**config.mk**
```make
export PLATFORM = sky130hd
export DESIGN_NAME = key_trigger_module
export DESIGN_NICKNAME = d
export VERILOG_FILES = /design/src/rtl/key_trigger_module.sv
export SDC_FILE = /design/constraint.sdc
export NUM_CORES = 1
export LEC_CHECK = 0
export CAP_MARGIN = 0
export CORE_MARGIN = 3
export CORE_UTILIZATION = 45
export CTS_CLUSTER_SIZE = 28
export DETAILED_ROUTE_END_ITERATION = 12
export SYNTH_ARGS = -nofsm -noshare
export SYNTH_HDL_FRONTEND = slang
export SYNTH_SLANG_ARGS = --single-unit
```
**constraint.sdc**
```tcl
create_clock -name CLK -period 4.05 [get_ports CLK]
set_input_delay 1.215 -clock CLK [delete_from_list [all_inputs] [get_ports CLK]]
set_output_delay 1.215 -clock CLK [all_outputs]
set_load 0.02 [all_outputs]
```
**src/rtl/key_trigger_module.sv**
```systemverilog
// key_trigger_module: debounced push-button to one-shot SOS start pulse with re-trigger lockout
module key_trigger_module #(
  parameter logic [19:0] T10MS     = 20'd499_999,
  parameter logic [24:0] T500MS    = 25'd24_999_999,
  parameter logic [5:0]  LOCK_HALF = 6'd40
) (
  input  logic CLK,
  input  logic RST,
  input  logic Key_In,
  output logic SOS_En,
  output logic Busy
);
  typedef enum logic [1:0] {IDLE, PRESS_WAIT, HELD, RELEASE_WAIT} state_e;
  state_e      state_q, state_d;
  logic [1:0]  sync_q;
  logic        key_s;
  logic [19:0] fcnt_q, fcnt_d;
  logic [24:0] tick_q, tick_d;
  logic [5:0]  half_q, half_d;
  logic        busy_q, busy_d, sos_q, sos_d;
  logic        press_evt, tick_wrap, lock_end, accept;
  assign key_s  = sync_q[1];
  assign SOS_En = sos_q;
  assign Busy   = busy_q;
  // two-flop synchronizer; idles at the released level so reset never looks like a press
  always_ff @(posedge CLK or posedge RST)
    if (RST) sync_q <= 2'b11;
    else     sync_q <= {sync_q[0], Key_In};
  // debounce state and filter counter registers
  always_ff @(posedge CLK or posedge RST)
    if (RST) begin
      state_q <= IDLE;
      fcnt_q  <= '0;
    end else begin
      state_q <= state_d;
      fcnt_q  <= fcnt_d;
    end
  // debounce next state: a level must stay stable for the whole filter window to be taken
  always_comb begin
    state_d = state_q;
    fcnt_d  = fcnt_q;
    case (state_q)
      IDLE:
        if (!key_s) begin
          state_d = PRESS_WAIT;
          fcnt_d  = '0;
        end
      PRESS_WAIT:
        if (key_s)                 state_d = IDLE;
        else if (fcnt_q == T10MS)  state_d = HELD;
        else                       fcnt_d  = fcnt_q + 20'd1;
      HELD:
        if (key_s) begin
          state_d = RELEASE_WAIT;
          fcnt_d  = '0;
        end
      RELEASE_WAIT:
        if (!key_s)                state_d = HELD;
        else if (fcnt_q == T10MS)  state_d = IDLE;
        else                       fcnt_d  = fcnt_q + 20'd1;
      default: state_d = IDLE;
    endcase
  end
  // press event fires only on the PRESS_WAIT->HELD edge, so a long hold yields one event
  always_comb press_evt = (state_q == PRESS_WAIT) && !key_s && (fcnt_q == T10MS);
  // lockout next state: an event on the terminating edge restarts the lockout from zero
  always_comb begin
    tick_wrap = busy_q && (tick_q == T500MS);
    lock_end  = tick_wrap && (half_q == LOCK_HALF - 6'd1);
    accept    = press_evt && (!busy_q || lock_end);
    sos_d     = accept;
    busy_d    = accept ? 1'b1 : busy_q && !lock_end;
    tick_d    = (accept || !busy_q || tick_wrap) ? '0 : tick_q + 25'd1;
    half_d    = (accept || !busy_q || lock_end) ? '0 : half_q + {5'd0, tick_wrap};
  end
  // lockout counters and registered outputs
  always_ff @(posedge CLK or posedge RST)
    if (RST) begin
      tick_q <= '0;
      half_q <= '0;
      busy_q <= 1'b0;
      sos_q  <= 1'b0;
    end else begin
      tick_q <= tick_d;
      half_q <= half_d;
      busy_q <= busy_d;
      sos_q  <= sos_d;
    end
endmodule

```
==> impl_results.md <==
- Share of layout cells above drive strength 1: 11.39%
- Clock Latency Late Sink: 0.34 ns
- Routed wire length: 5677 um
- Post-CTS setup repair buffer count: 0
- Crit path largest cell delay: 0.64 ns
- Top cell type's share of synthesized area: 45.76%
- PostCTS Resize Cnt: 0
- Peak supply drop: 0.0003270 V
- EDFF count, synth: 0
- Status: complete, no violations
- CP max stage cell: clkdlybuf4s50_1
- Total stage count of the critical path: 1
- Initial antenna violation count: 0
- First-pass GRT wire length: 10060 um
- Top cells by area, synth: dfrtp_1 (46%), nor2_1 (5.1%), xnor2_1 (4.7%), xor2_1 (3.8%), nand2_1 (3.6%)
- Most frequent cells in the layout: dfrtp_1 (55), nor2_1 (41), nand2_1 (29)
- Total CTS buffers: 9
- Worst slew margin: 45.01%
- Post-synth cell types: 46
- WP buf/inv: 1
- FF-to-FF path depth: 5
- All-Layer GR Usage: 16.78%
- # rows: 29
- Clock transition at path regs: 0.06 ns
- Max Cap Viol: 0
- Crit. End Element: output pin
- First-pass DRT Iterations: 4
- Fillcell total: 587
- Hold Startpoint: sync_q[0]
- CTS Sinks: 57
- Antenna viol nets, final: 0
- Die width: 87.76 um
- # setup viols final: 0
- Period utilization: 65.05%
- Starting density of the core: 46.83%
- IO Count: 5
- Routed via count: 2208
- GR Overflow Total: 0
- Routability Congestion: 0.7994
- Min Tclk post-route: 2.635 ns
- Via density: 5.618
- CTS tree: done
- Setup TNS: 0 ns
- CP delay by family, top: buffers and inverters
- Final hold slack: 0.3577 ns
- # diodes: 0
- Min-delay worst type: register to register
- Setup ws final: 1.415 ns
- Power per cell area: 351.3 nW/um2
- Final hold vios: 0
- Most used DFF post-synth: dfrtp_1
- Placed cells: 377
- Die area: 7701 um2
- Worst Path Arrival: 1.42 ns
- Synth Cell Area: 3008 um2
- Hold buffer count at CTS: 0
- Clock Tree Root: clkbuf_8
- Most common cell after layout, fill and taps aside: dfrtp_1
- Largest net degree at the start of global routing: 25
- Crit-path cells: clkdlybuf4s50_1
- Routed len/inst: 14.45 um
- Die Ht: 87.76 um
- Worst setup SP type: register
- IO Port Bufs: 4
- Syn Inst Count: 303
- CP Max Fanout: 5
- WP data required: 2.83 ns
- CORE AREA: 6422 um2
- Clock skew: 0.008203 ns
- Beginning of the critical path: Busy
- RSZ-0062 raised after global routing: false
- Leakage: 1.318 nW
- Hpwl dp: 3814 um
- Remaining DRCs: 0
- R2R Path Start: tick_q[0]
- Nets: 318
- Worst Hold Path Cells: 0
- Crit Path Class: register to output pin
- Mean area per synthesized cell: 9.927 um2
- Area growth syn-to-layout: 10.86%
- Yosys reg bits: 57
- Number of global-route vias before repair: 2137
- Async S/R FF share, synth: 100.0%
- Post-synthesis sequential area ratio: 47.50%
- Yosys top cell by area: dfrtp_1
- H-tree Lvls: 3
- DR iter-0 viols: 129
- Highest Clock Rate: 379.6 MHz
- Max-slew violations: 0
- Clock tree buffer depth: 2
- Final non-filler cell total: 393
- Worst Tran Pin Value: 0.8229 ns
- Dpl ws: 1.777 ns
- Synth warnings: 0
- Syn nets: 310
layer usage:
layer / vias to the layer above / wire [um] / global-route usage (%)
met3: 9 / 164 / 3.481
li1: 1103 / - / -
met5: - / 0 / 0
met1: 1072 / 2978 / 24.27
met4: 0 / 110 / 8.508
met2: 24 / 2424 / 23.70
registers in the layout (all words and copies together), names as in the netlist, named ones only:
| name | count |
|---|---|
| SOS_En | 1 |
| sync_q | 2 |
| Busy | 1 |
| fcnt_q | 20 |
| tick_q | 25 |
| state_q | 1 |
| half_q | 6 |
path summary, 6_finish.rpt:
| check | slack (ns) | end |
|---|---|---|
| worst max-delay path | 1.42 | Busy |
| worst min-delay path | 0.36 | sync_q[1] |
| worst max register to register | 1.91 | tick_q[15] |
| worst min register to register | 0.36 | sync_q[1] |
| max in group asynchronous | 2.24 | tick_q[15] |
| min in group asynchronous | 1.17 | SOS_En |
worst register-to-register path: stages, from the launching register on:
cell and delay [ns]:
dfrtp_1 0.42, ha_1 0.26, and3_1 0.35, nand4_4 0.18
nand2_1 0.65, nor2_1 0.13
synth_stat cells (all sizes together) (2+ instances only):
library cell  number
o21ai             10
and2               3
or3                3
nand4             12
nor4b              4
nand2             29
mux2               7
xnor2             16
o221ai             2
xor2              13
o41ai              2
nor4               9
dfstp              2
clkbuf             7
a22o              11
and4               5
nor3              11
or4                2
dfrtp             55
o31ai              5
inv                9
a21oi              2
nor2              41
nand3             19
ha                 4
and3               5
buf                3
through the flow:
stage / total power [mW] / utilization, % / area, um2
global placement: 0.6295 / 48.69 / 3127
detailed placement: 0.6302 / 48.69 / 3127
CTS: 1.187 / 51.92 / 3334
finish: 1.172 / 51.92 / 3334
floorplan: 0.6169 / - / 3008
global route: 1.224 / 51.92 / 3334
cell type report:
| cell class | count | area, um2 | area share, % |
|---|---|---|---|
| well taps | 77 | 96.34 | 2.889 |
| repair buffers | 7 | 62.56 | 1.876 |
| clock inverters | 2 | 35.03 | 1.051 |
| flip-flops and latches | 57 | 1429 | 42.85 |
| clock buffers | 14 | 172.7 | 5.178 |
| inverters | 9 | 33.78 | 1.013 |
| multi-input cells | 227 | 1505 | 45.14 |
power breakdown:
part / total [mW] / switching [mW] / leakage, nW / internal (mW)
clock: 0.553 / 0.219 / 0.107 / 0.334
sequential: 0.584 / 0.00844 / 0.785 / 0.575
combinational: 0.0351 / 0.0239 / 0.427 / 0.0112
total: 1.17 / 0.251 / 1.32 / 0.920
logic make-up (layout without fill, tap and decap cells):
logic type                 count (synthesis)  after routing  share of synthesized area (%)
muxes                                      8              8                          2.954
adders and majority gates                  4              4                          1.664
AOI/OAI and AO/OA                         39             39                          10.03
DFF                                       57             57                          47.50
buffers and inverters                     19             32                          2.704
and+or+nand+nor                          147            147                          26.71
xor gates and xnor gates                  29             29                          8.444
No activity file was read; power rests on OpenSTA's default activity.
